===== src/rtl/cursor_uart_rx_pkg.sv =====
// Shared constants, byte0 field layout and byte FSM state type for the
// cursor UART receive path.
package cursor_uart_pkg;

    localparam int CLKS_PER_BIT_DEF = 868;
    localparam int PKT_BYTES        = 3;

    localparam int LEFT_BIT  = 0;
    localparam int RIGHT_BIT = 1;
    localparam int RSVD_MSB  = 7;
    localparam int RSVD_LSB  = 2;

    typedef enum logic [1:0] {
        BYTE_IDLE,
        BYTE_START,
        BYTE_DATA,
        BYTE_STOP
    } byte_state_e;

endpackage


===== src/rtl/cursor_uart_rx_byte.sv =====
// 8N1 byte receiver: rx synchroniser, start-edge detect, bit sampling FSM
// and frame error detection.
module cursor_uart_rx_byte
    import cursor_uart_pkg::*;
#(
    parameter int CLKS_PER_BIT = CLKS_PER_BIT_DEF
) (
    input  logic       clk,
    input  logic       rst_n,
    input  logic       rx,
    output logic       byte_done,
    output logic [7:0] data,
    output logic       frame_err,
    output logic       start_edge,
    output logic       idle
);

    localparam int CNT_W = $clog2(CLKS_PER_BIT);
    localparam logic [CNT_W-1:0] HALF_CNT = CNT_W'(CLKS_PER_BIT / 2 - 1);
    localparam logic [CNT_W-1:0] LAST_CNT = CNT_W'(CLKS_PER_BIT - 1);

    logic             rx_meta_q, rx_s_q, rx_prev_q;
    byte_state_e      state_q, state_d;
    logic [CNT_W-1:0] clk_cnt_q, clk_cnt_d;
    logic [2:0]       bit_cnt_q, bit_cnt_d;
    logic [7:0]       shift_q, shift_d;
    logic             frame_err_q, frame_err_d;
    logic             fall;

    // Synchroniser and edge history reset high so releasing reset never looks like a start edge.
    always_ff @(posedge clk or negedge rst_n) begin
        if (!rst_n) begin
            rx_meta_q <= 1'b1;
            rx_s_q    <= 1'b1;
            rx_prev_q <= 1'b1;
        end else begin
            rx_meta_q <= rx;
            rx_s_q    <= rx_meta_q;
            rx_prev_q <= rx_s_q;
        end
    end

    assign fall = rx_prev_q & ~rx_s_q;

    always_ff @(posedge clk or negedge rst_n) begin
        if (!rst_n) begin
            state_q     <= BYTE_IDLE;
            clk_cnt_q   <= '0;
            bit_cnt_q   <= '0;
            shift_q     <= '0;
            frame_err_q <= 1'b0;
        end else begin
            state_q     <= state_d;
            clk_cnt_q   <= clk_cnt_d;
            bit_cnt_q   <= bit_cnt_d;
            shift_q     <= shift_d;
            frame_err_q <= frame_err_d;
        end
    end

    always_comb begin
        state_d     = state_q;
        clk_cnt_d   = clk_cnt_q + 1'b1;
        bit_cnt_d   = bit_cnt_q;
        shift_d     = shift_q;
        frame_err_d = 1'b0;
        byte_done   = 1'b0;
        case (state_q)
            BYTE_IDLE: begin
                clk_cnt_d = '0;
                if (fall) state_d = BYTE_START;
            end
            BYTE_START: begin
                if (clk_cnt_q == HALF_CNT) begin
                    clk_cnt_d = '0;
                    bit_cnt_d = '0;
                    state_d   = rx_s_q ? BYTE_IDLE : BYTE_DATA;
                end
            end
            BYTE_DATA: begin
                if (clk_cnt_q == LAST_CNT) begin
                    clk_cnt_d = '0;
                    shift_d   = {rx_s_q, shift_q[7:1]};
                    bit_cnt_d = bit_cnt_q + 1'b1;
                    if (bit_cnt_q == 3'd7) state_d = BYTE_STOP;
                end
            end
            BYTE_STOP: begin
                // Leave at mid-stop so a start edge one stop period later is still seen.
                if (clk_cnt_q == LAST_CNT) begin
                    clk_cnt_d   = '0;
                    state_d     = BYTE_IDLE;
                    byte_done   = rx_s_q;
                    frame_err_d = ~rx_s_q;
                end
            end
            default: begin
                clk_cnt_d = '0;
                state_d   = BYTE_IDLE;
            end
        endcase
    end

    assign data       = shift_q;
    assign frame_err  = frame_err_q;
    assign idle       = (state_q == BYTE_IDLE);
    assign start_edge = idle & fall;

endmodule


===== src/rtl/cursor_uart_rx.sv =====
// Cursor UART receiver top: assembles 3-byte click/dx/dy packets from the
// byte receiver and flags sync errors and inter-byte timeouts.
module cursor_uart_rx
    import cursor_uart_pkg::*;
#(
    parameter int CLKS_PER_BIT = CLKS_PER_BIT_DEF,
    parameter int TIMEOUT_BITS = 20
) (
    input  logic       clk,
    input  logic       rst_n,
    input  logic       rx,
    output logic       pkt_valid,
    output logic       right_click,
    output logic       left_click,
    output logic [7:0] dx,
    output logic [7:0] dy,
    output logic       frame_err,
    output logic       sync_err,
    output logic       busy
);

    localparam int GAP_LIMIT = TIMEOUT_BITS * CLKS_PER_BIT;
    localparam int GAP_W     = $clog2(GAP_LIMIT + 1);
    localparam logic [GAP_W-1:0] GAP_MAX = GAP_W'(GAP_LIMIT);

    logic       byte_done, byte_frame_err, start_edge, byte_idle;
    logic [7:0] byte_data;

    logic [1:0]       byte_idx_q, byte_idx_d;
    logic [7:0]       byte0_q, byte0_d;
    logic [7:0]       dx_hold_q, dx_hold_d;
    logic             right_q, right_d, left_q, left_d;
    logic [7:0]       dx_q, dx_d, dy_q, dy_d;
    logic             pkt_valid_q, pkt_valid_d;
    logic             sync_err_q, sync_err_d;
    logic [GAP_W-1:0] gap_q, gap_d;

    cursor_uart_rx_byte #(
        .CLKS_PER_BIT(CLKS_PER_BIT)
    ) u_byte (
        .clk       (clk),
        .rst_n     (rst_n),
        .rx        (rx),
        .byte_done (byte_done),
        .data      (byte_data),
        .frame_err (byte_frame_err),
        .start_edge(start_edge),
        .idle      (byte_idle)
    );

    always_ff @(posedge clk or negedge rst_n) begin
        if (!rst_n) begin
            byte_idx_q  <= '0;
            byte0_q     <= '0;
            dx_hold_q   <= '0;
            right_q     <= 1'b0;
            left_q      <= 1'b0;
            dx_q        <= '0;
            dy_q        <= '0;
            pkt_valid_q <= 1'b0;
            sync_err_q  <= 1'b0;
            gap_q       <= '0;
        end else begin
            byte_idx_q  <= byte_idx_d;
            byte0_q     <= byte0_d;
            dx_hold_q   <= dx_hold_d;
            right_q     <= right_d;
            left_q      <= left_d;
            dx_q        <= dx_d;
            dy_q        <= dy_d;
            pkt_valid_q <= pkt_valid_d;
            sync_err_q  <= sync_err_d;
            gap_q       <= gap_d;
        end
    end

    always_comb begin
        byte_idx_d  = byte_idx_q;
        byte0_d     = byte0_q;
        dx_hold_d   = dx_hold_q;
        right_d     = right_q;
        left_d      = left_q;
        dx_d        = dx_q;
        dy_d        = dy_q;
        pkt_valid_d = 1'b0;
        sync_err_d  = 1'b0;
        gap_d       = gap_q;

        // Gap counter only runs between bytes of a partial packet and saturates at the limit.
        if (byte_idx_q == 2'd0 || start_edge) begin
            gap_d = '0;
        end else if (byte_idle && gap_q != GAP_MAX) begin
            gap_d = gap_q + 1'b1;
        end

        if (byte_frame_err) begin
            byte_idx_d = 2'd0;
        end else if (byte_idx_q != 2'd0 && byte_idle && gap_q == GAP_MAX) begin
            sync_err_d = 1'b1;
            byte_idx_d = 2'd0;
            gap_d      = '0;
        end else if (byte_done) begin
            case (byte_idx_q)
                2'd0: begin
                    if (byte_data[RSVD_MSB:RSVD_LSB] != '0) begin
                        sync_err_d = 1'b1;
                    end else begin
                        byte0_d    = byte_data;
                        byte_idx_d = 2'd1;
                    end
                end
                2'd1: begin
                    dx_hold_d  = byte_data;
                    byte_idx_d = 2'd2;
                end
                2'd2: begin
                    right_d     = byte0_q[RIGHT_BIT];
                    left_d      = byte0_q[LEFT_BIT];
                    dx_d        = dx_hold_q;
                    dy_d        = byte_data;
                    pkt_valid_d = 1'b1;
                    byte_idx_d  = 2'd0;
                end
                default: byte_idx_d = 2'd0;
            endcase
        end
    end

    assign pkt_valid   = pkt_valid_q;
    assign right_click = right_q;
    assign left_click  = left_q;
    assign dx          = dx_q;
    assign dy          = dy_q;
    assign frame_err   = byte_frame_err;
    assign sync_err    = sync_err_q;
    assign busy        = ~byte_idle | (byte_idx_q != 2'd0);

endmodule


===== config.mk =====
export PLATFORM = sky130hd
export DESIGN_NAME = cursor_uart_rx
export DESIGN_NICKNAME = d
export VERILOG_FILES = /design/src/rtl/cursor_uart_rx_pkg.sv /design/src/rtl/cursor_uart_rx_byte.sv /design/src/rtl/cursor_uart_rx.sv
export SDC_FILE = /design/constraint.sdc
export NUM_CORES = 1
export LEC_CHECK = 0
export CELL_PAD_IN_SITES_DETAIL_PLACEMENT = 1
export CELL_PAD_IN_SITES_GLOBAL_PLACEMENT = 1
export CORE_ASPECT_RATIO = 1.5
export CORE_MARGIN = 2
export CORE_UTILIZATION = 47
export DETAILED_ROUTE_END_ITERATION = 10
export GPL_ROUTABILITY_DRIVEN = 0
export HOLD_SLACK_MARGIN = 0.15
export MAX_ROUTING_LAYER = met4
export PLACE_DENSITY = 0.76
export SLEW_MARGIN = 40
export SYNTH_ARGS = -nofsm -noshare
export SYNTH_HDL_FRONTEND = slang
export SYNTH_SLANG_ARGS = --single-unit

===== constraint.sdc =====
create_clock -name clk -period 3.1 [get_ports clk]
set_input_delay 0.465 -clock clk [delete_from_list [all_inputs] [get_ports clk]]
set_output_delay 0.465 -clock clk [all_outputs]
set_load 0.03 [all_outputs]

---- Yosys cells after proc, flatten, opt, wreduce, memory -nomap -nowiden ----
Index checks and enable logic that the tools add are counted.
cells by class
  $add $sub $neg .......................... 3
  equality and inequality tests ........... 16
  mux-type cells .......................... 35
  bitwise gates (word level) .............. 8
  reduce and logical (&&, ||, !) cells .... 18
operators with widths
  cell                                                                      count
  15-bit two-way mux                                                        4
  10-bit one-hot mux with 3 select lines                                    1
  10-bit two-way mux                                                        2
  2-bit two-way mux                                                         10
  15-bit by 1-bit adder with 15-bit output (second input constant)          1
  15-bit == test (second input constant)                                    1
  15-bit inequality test (second input constant)                            1
  1-bit two-way mux                                                         13
  10-bit by 1-bit adder with 10-bit output (second input constant)          1
  10-bit == test (second input constant)                                    1
  10-bit by 9-bit == test with 1-bit output (second input constant)         1
  2-bit by 1-bit inequality test with 1-bit output (second input constant)  5
  5-bit AND reduction                                                       2
  2-bit one-hot mux with 4 select lines                                     1
  4-bit AND reduction                                                       2
  2-bit == test (second input constant)                                     3
  3-bit two-way mux                                                         2
  3-bit one-hot mux with 2 select lines                                     1
  6-bit nonzero test                                                        1
  1-bit NOT                                                                 5
  2-bit by 1-bit == test with 1-bit output (second input constant)          2
  2-bit zero test                                                           2
  4-bit by 3-bit inequality test with 1-bit output (second input constant)  1
  2-bit one-hot mux with 2 select lines                                     1
  other kinds (11)                                                          16
word-level totals
  bits in registers ....................... 74
  input bits .............................. 3
  output and inout bits ................... 22
  logic and storage cells ................. 98

---- Longest topological paths before layout ----
Gate-level depths: netlist of run 1.
  word-level depth ........................ 7
  mapped depth ............................ 8
  gate-level depth less buffers ........... 6

---- Hierarchy ----
Synthesis of run 1 repeated with hierarchy kept, for this count alone.
second synthesis, totals
  cell total of the unflattened synthesis .. 273
  area total of the unflattened synthesis .. 3418.3 um2
by module, submodules not included
  module               times used  cells an instance  area each (um2)  seq. area each (um2)
  cursor_uart_rx       1           170                2175.8           1176.1
  cursor_uart_rx_byte  1           103                1242.4           679.4

---- Worst setup path before layout of run 1 ----
No wires, ideal clock.
  path type ............................... register to register
  start ................................... register u_byte.clk_cnt_q[0]
  end ..................................... register dx_q[0], in the netlist dx[0]
  library setup time ...................... 125 ps
  arrival time ............................ 2514 ps
  required time ........................... 2975 ps
  path slack .............................. 461 ps
  stages on the path, launching flop included .. 7
  path buffers ............................ 1
  period minus slack after synthesis ...... 2639 ps
  path through ............................ dfrtp_1 > ha_1 > or2b_1 > or4_4 > a2111oi_4 > buf_6 > mux2_2
between the ends
  longest elaborated chain between the ends .. 4
ends and longest elaborated chain
  element                        line                       RTL
  start: declaration             cursor_uart_rx_byte.sv:24  logic [CNT_W-1:0] clk_cnt_q, clk_cnt_d;
  start signal: assignment       cursor_uart_rx_byte.sv:54  clk_cnt_q <= clk_cnt_d;
  10-bit == test                 cursor_uart_rx_byte.sv:90  if (clk_cnt_q == LAST_CNT) begin
  1-bit two-way mux              cursor_uart_rx_byte.sv:90
  1-bit two-way mux              cursor_uart_rx_byte.sv:68  case (state_q)
  4-bit AND reduction (no line)  --
  end signal: assignment         cursor_uart_rx.sv:58       dx_q <= '0;
  end signal: assignment         cursor_uart_rx.sv:69       dx_q <= dx_d;
  end: declaration               cursor_uart_rx.sv:33       logic [7:0] dx_q, dx_d, dy_q, dy_d;
Every way passes these cells.
A chain may end at the register's enable or synchronous reset.

---- Worst setup path in the final report of run 1 ----
  start ................................... register gap_q[2]
  end ..................................... register dx_hold_q[1]
between the ends
  longest elaborated chain between the ends .. 4
ends and longest elaborated chain
  element                        line                  RTL
  start: declaration             cursor_uart_rx.sv:36  logic [GAP_W-1:0] gap_q, gap_d;
  start signal: assignment       cursor_uart_rx.sv:73  gap_q <= gap_d;
  15-bit == test                 cursor_uart_rx.sv:98  end else if (byte_idx_q != 2'd0 && byte_idle && gap_q == GAP_MAX) begin
  1-bit logical AND              cursor_uart_rx.sv:98
  1-bit NOT (no line)            --
  4-bit AND reduction (no line)  --
  end signal: assignment         cursor_uart_rx.sv:66  dx_hold_q <= dx_hold_d;
  end: declaration               cursor_uart_rx.sv:31  logic [7:0] dx_hold_q, dx_hold_d;
Every way passes these cells.

==> impl_metrics.yaml, run 1 <==
outcome:
  status: "completed"
global_routing:
  antenna_found_initial: 0
  grt_max_degree: 75
  grt_pass1_vias: 2667
  grt_pass1_wl_mm: 13.1
  grt_usage_pct: 22.0
  overflow: 0
cells_and_area:
  antenna_cells: 0
  register_area_um2: 1860
  nFillCells: 776
  drive_gt1_share_pct: 23.1
  multi_input_area_um2: 1550
  fin_area_um2: 4060
  fin_util_pct: 56.1
  area_delta_synth_final_pct: 16.1
  final_nets: 333
yosys:
  yosysSeqAreaShare_pct: 53.1
  syn_area_per_cell_um2: 12.1
  synthFlopType: "dfrtp_1"
  synthXorXnorAreaFrac_pct: 3.01
  synth-simple-area-share_pct: 15.3
  synth_cell_types: 50
  ys_ff_latch: 74
  synth.mux.area_fraction_pct: 13.4
  syn_inst: 288
  synth_top_family_by_area: "simple AND/OR/NAND/NOR gates"
  synth-edff-count: 0
  synth-compound-area-share_pct: 8.85
  synthAdderAreaFrac_pct: 3.58
  syn_area_um2: 3490
  yosysWarnings: 0
  async_flop_share_pct: 100
  synth_fp_nets: 301
worst_setup_path:
  path_max_fanout: 8
  reg2reg_slack_ns: 0.33
  reg2reg_depth: 4
  r2r-start: "gap_q[2]"
  reg2reg_to: "dx_hold_q[1]"
  cp-start-kind: "flop"
  worstPathArrival_ns: 3.02
  crit_required_ns: 3.35
  path_class: "reg -> reg"
  crit_path_end_kind: "flop"
  critPathLaunch: "gap_q[2]"
timing:
  setup-tns-final_ns: 0
  tightest_slew_ns: 0.665
  whs_ns: 0.359
  post-route-min-period_ns: 2.77
  rsz0062_at_grt: "false"
  clock.fmax_ghz: 0.361
  timing.final.crit_share_pct: 89.4
  slew_violations: 0
  setup_viol: 0
  finalWorstSetupSlack_ns: 0.330
  relSlewSlack_pct: 55.6
  finalClockSkew_ns: 0.0147
  hold_viol_final: 0
cts:
  postCtsSetupBuffers: 0
  cts_buffers: 9
  cts_buffer_depth: 2
  clkSlewWorstSetupHoldPaths_ns: 0.10
  insertion_delay_ns: 0.37
  htreeDepth: 3
  cts_tree: "built"
  clock_sinks: 74
  cts_root_buffer: "clkbuf_8"
detailed_routing:
  wl_met3_um: 220
  drc_errors: 0
  wl_per_cell_um: 17.8
  dr.pass1.iters: 4
  viasPerCell: 5.72
  drt_iter0_drc: 106
  wl_met2_mm: 4.12
  wirelength_mm: 7.56
  ant_nets: 0
  met1Wirelength_mm: 3.06
  routed.top_layer: "met4"
  vias: 2430
run:
  drv_cap: 0
die:
  dieHeight_um: 110
  die_x_um: 74.4
  start_util_pct: 48.3
  core.rowCount: 38
  ioPinCount: 25
  fp.coreArea_um2: 7230
  die_area_um2: 8150
power:
  irDropWorstVdd_v: 0.000363
  combPwrFrac_pct: 21.4
  p_sw_share_pct: 34.2
  p_int_uw: 1480
  p_per_area_nw_per_um2: 553
  sequentialPowerShare_pct: 46.1
  p_leak_uw: 0.00177
  p_sw_uw: 768
  clock_power_share_pct: 32.6
place:
  place_hpwl_mm: 5.24
  io_buffers: 24
  post-place-ws_ns: 0.364
  placed_cell_area_um2: 3850
hold_path:
  hold_start: "u_byte.rx_meta_q"
  whs_path_depth: 0
  min_path_type: "reg -> reg"
  hold_end: "u_byte.rx_s_q"
## state kept, by name, summed over array words and instances, names as in the netlist, 2 cells and up, named ones only
register and count:
gap_q 15, dx 8, dx_hold_q 8, byte_idx_q 2
u_byte.bit_cnt_q 3, byte0_q 2, u_byte.data 8, u_byte.clk_cnt_q 10
dy 8
## stage by stage
step	total power (µW)	instances
floorplan	1380	288
global placement	1520	408
detailed placement	1530	408
CTS	2270	425
global route	2370	425
finish	2240	425
## layer usage
metal | vias to the layer above | track usage, %
met4 | 0 | 7.91
met1 | 1256 | 25.3
li1 | 1127 | -
met5 | - | -
met3 | 15 | 5.68
met2 | 32 | 36.7
## worst max-delay path by stage
stage | end | slack, ns
final | dx_hold_q[1] | 0.33
after global placement | dx_hold_q[6] | 0.42
after detailed placement | dx_hold_q[5] | 0.36
after floorplan | dx[0] | 0.46
after global routing | dx_hold_q[1] | 0.27
after CTS | dx_hold_q[1] | 0.34
## logic make-up (layout without fill, tap and decap cells)
family / after synthesis / in the layout
AND/OR/NAND/NOR: 91 / 91
flip-flops: 74 / 74
multiplexers: 42 / 42
AO/OA/AOI/OAI: 38 / 38
buffers and inverters: 21 / 58
XOR/XNOR: 12 / 12
adder cells (fa/ha/maj): 10 / 10
## final cells by class
class                           instances  share of cell area (%)
Clock buffer                            9                    3.05
Clock inverter                          7                    1.64
Inverter                               11                    1.02
Multi-Input combinational cell        193                    38.1
Sequential cell                        74                    45.8
Tap cell                              100                    3.09
Timing Repair Buffer                   31                    7.31
## power by group through the flow
| stage | logic [µW] | clock network [µW] | registers (µW) |
|---|---|---|---|
| after floorplan | 334 | 0 | 1040 |
| after global placement | 469 | 0 | 1050 |
| after detailed placement | 477 | 0 | 1050 |
| after CTS | 482 | 755 | 1040 |
| after global routing | 531 | 802 | 1040 |
| final | 479 | 731 | 1030 |
## worst max-delay path, cell delays in order, from the launching register on
cell	delay [ns]
dfrtp_1	0.44
or4b_2	0.75
or4_4	0.58
o2111ai_2	0.47
mux2_2	0.40
## synthesized netlist by cell type, drive strengths merged (2+ instances only)
library cell	count	share of area [%]
clkbuf	5	0.54
o21ai	7	1.0
or3b	2	0.57
mux2	37	12
or4	8	2.0
nor3	2	0.29
ha	10	3.6
xor2	8	2.0
a21oi	2	0.29
nand4	7	1.3
mux2i	5	1.4
nand3	11	1.6
nor4	5	1.1
nand2	16	1.7
nand2b	3	0.54
dfstp	3	2.3
or3	5	0.90
inv	11	1.2
buf	5	1.1
and4	3	0.75
a221oi	11	2.8
nor2	17	1.8
a211oi	4	0.86
xnor2	4	1.0
o31ai	6	1.3
dfrtp	71	51
and3	3	0.54
## placed cells by master, fill, tap and decap left out, drive strengths merged, types with 3 or more instances in the layout
cell type	Yosys	final
dfrtp	71	71
mux2	37	37
clkdlybuf4s50	0	23
nor2	17	17
nand2	16	16
inv	11	16
nand3	11	11
a221oi	11	11
ha	10	10
clkbuf	5	9
xor2	8	8
or4	8	8
nand4	7	7
o21ai	7	7
buf	5	7
o31ai	6	6
or3	5	5
mux2i	5	5
nor4	5	5
xnor2	4	4
a211oi	4	4
and3	3	3
and4	3	3
nand2b	3	3
dfstp	3	3
## repair_timing
action,CTS,global route
hold buffers,1,0
resized for setup,0,0
endpoints found under the hold margin,71,0
Power figures use the tool's default switching activity.
==> inputs of run 2 (changes only) <==
--- a/config.mk
+++ b/config.mk
@@ -10,11 +10,13 @@
 export CORE_ASPECT_RATIO = 1.5
 export CORE_MARGIN = 2
 export CORE_UTILIZATION = 47
+export CTS_CLUSTER_SIZE = 25
 export DETAILED_ROUTE_END_ITERATION = 10
 export GPL_ROUTABILITY_DRIVEN = 0
 export HOLD_SLACK_MARGIN = 0.15
 export MAX_ROUTING_LAYER = met4
 export PLACE_DENSITY = 0.76
+export RECOVER_POWER = 25
 export SLEW_MARGIN = 40
 export SYNTH_ARGS = -nofsm -noshare
 export SYNTH_HDL_FRONTEND = slang
==> impl_metrics.yaml, run 2 (synthesis results as in run 1) <==
timing:
  timing.final.crit_share_pct: 89.4
  relSlewSlack_pct: -20.0
  slew_violations: 75
  hold_viol_final: 0
  finalClockSkew_ns: 0.0147
  post-route-min-period_ns: 2.77
  clock.fmax_ghz: 0.361
  rsz0062_at_grt: "false"
  setup-tns-final_ns: 0
  tightest_slew_ns: 1.80
  setup_viol: 0
outcome:
  violations: "capacitance limit, slew limit"
  status: "finished with violations"
place:
  io_buffers: 24
  place_hpwl_mm: 5.24
  placed_cells: 408
  placed_cell_area_um2: 3850
worst_setup_path:
  cp-start-kind: "flop"
  path_class: "reg -> reg"
  worstPathArrival_ns: 3.02
  path_max_fanout: 8
  crit_required_ns: 3.35
  crit_path_end_kind: "flop"
  reg2reg_depth: 4
detailed_routing:
  viasPerCell: 5.72
  drt_iter0_drc: 106
  wl_per_cell_um: 17.8
  wirelength_mm: 7.56
  vias: 2430
  dr.pass1.iters: 4
  ant_nets: 0
  drc_errors: 0
cts:
  htreeDepth: 3
  cts_root_buffer: "clkbuf_8"
  insertion_delay_ns: 0.37
  cts_tree: "built"
  clock_sinks: 74
  postCtsSetupBuffers: 0
  clkSlewWorstSetupHoldPaths_ns: 0.10
  cts_buffer_depth: 2
  cts_buffers: 9
run:
  drv_cap: 1
power:
  p_leak_uw: 0.00177
  combPwrFrac_pct: 21.3
  clock_power_share_pct: 32.6
  sequentialPowerShare_pct: 46.1
  p_per_area_nw_per_um2: 554
  p_int_uw: 1480
  total_power_uw: 2240
  irDropWorstVdd_v: 0.000363
  p_sw_share_pct: 34.2
  p_sw_uw: 768
cells_and_area:
  fin_area_um2: 4050
  max_flop_register: "gap_q"
  antenna_cells: 0
  area_delta_synth_final_pct: 15.9
  layout_commonest_cell: "dfrtp_1"
  register_area_um2: 1860
  nFillCells: 778
  drive_gt1_share_pct: 22.8
  stdcell_count: 425
  final_cell_mix: "dfrtp_1, mux2_2, clkdlybuf4s50_1"
  final_nets: 333
  largest_reg_flops: 15
  reg_top3: "gap_q (15), u_byte.clk_cnt_q (10)"
  multi_input_area_um2: 1550
global_routing:
  overflow: 0
  antenna_found_initial: 0
  grt_max_degree: 75
  grt_usage_pct: 22.0
  grt_pass1_vias: 2667
  grt_pass1_wl_mm: 13.1
hold_path:
  min_path_type: "reg -> reg"
  whs_path_depth: 0
die:
  fp.coreArea_um2: 7230
  dieHeight_um: 110
  start_util_pct: 48.3
  die_x_um: 74.4
  ioPinCount: 25
  core.rowCount: 38
  die_area_um2: 8150
## run 2: cell types whose count changed in the layout (fill, tap and decap cells not counted)
cell | previous run | this run
buf_6 | 1 | 0
dfstp_2 | 3 | 2
dlygate4sd3_1 | 1 | 2
clkdlybuf4s50_1 | 23 | 22
clkbuf_2 | 0 | 1
dfstp_1 | 0 | 1
## run 2: area by class of cell
| cell class | instances | share of cell area, % |
|---|---|---|
| Clock buffer | 9 | 3.06 |
| Tap cell | 100 | 3.09 |
| Inverter | 11 | 1.02 |
| Multi-Input combinational cell | 193 | 38.2 |
| Clock inverter | 7 | 1.64 |
| Timing Repair Buffer | 31 | 7.17 |
| Sequential cell | 74 | 45.8 |
## run 2: critical path, cell delays in order (launching register included)
cell	delay, ns
dfrtp_1	0.44
or4b_2	0.75
or4_4	0.58
o2111ai_2	0.47
mux2_2	0.40
## run 2: worst paths after layout
kind / from / to / slack, ns
min in group asynchronous: rst_n / gap_q[8] / 1.13
max reg2reg: gap_q[2] / dx_hold_q[1] / 0.33
min: u_byte.rx_meta_q / u_byte.rx_s_q / 0.36
max: gap_q[2] / dx_hold_q[1] / 0.33
min reg2reg: u_byte.rx_meta_q / u_byte.rx_s_q / 0.36
max in group asynchronous: rst_n / u_byte.state_q[0] / 0.90
## run 2: power by group through the flow
stage	logic [µW]	registers (µW)	clock network, µW
5_1_grt	529	1040	802
3_5_place_dp	477	1050	0
6_report	478	1030	731
3_3_place_gp	469	1050	0
2_1_floorplan	334	1040	0
4_1_cts	482	1040	755
## run 2: repair_timing
item,CTS,global route
endpoints found under the hold margin,71,0
resized for setup,0,0
hold buffers,1,0
## run 2: per-layer routing
metal  GRT usage, %  up-vias  share of wire [%]
met1           25.3     1256                 41
met5              -        -                  0
met2           36.7       32                 54
met4           7.91        0                2.0
li1               -     1127                  -
met3           5.68       15                2.9
## run 2: per-stage QoR
| stage | worst slack, ns | util (%) | hold WS, ns |
|---|---|---|---|
| 6_report | 0.330 | 56.0 | 0.364 |
| 5_1_grt | 0.266 | 56.0 | 0.372 |
| 4_1_cts | 0.342 | 56.1 | 0.360 |
| 3_5_place_dp | 0.364 | 53.3 | 0.347 |
| 3_3_place_gp | 0.415 | 53.3 | 0.347 |
| 2_1_floorplan | 0.461 | - | 0.169 |
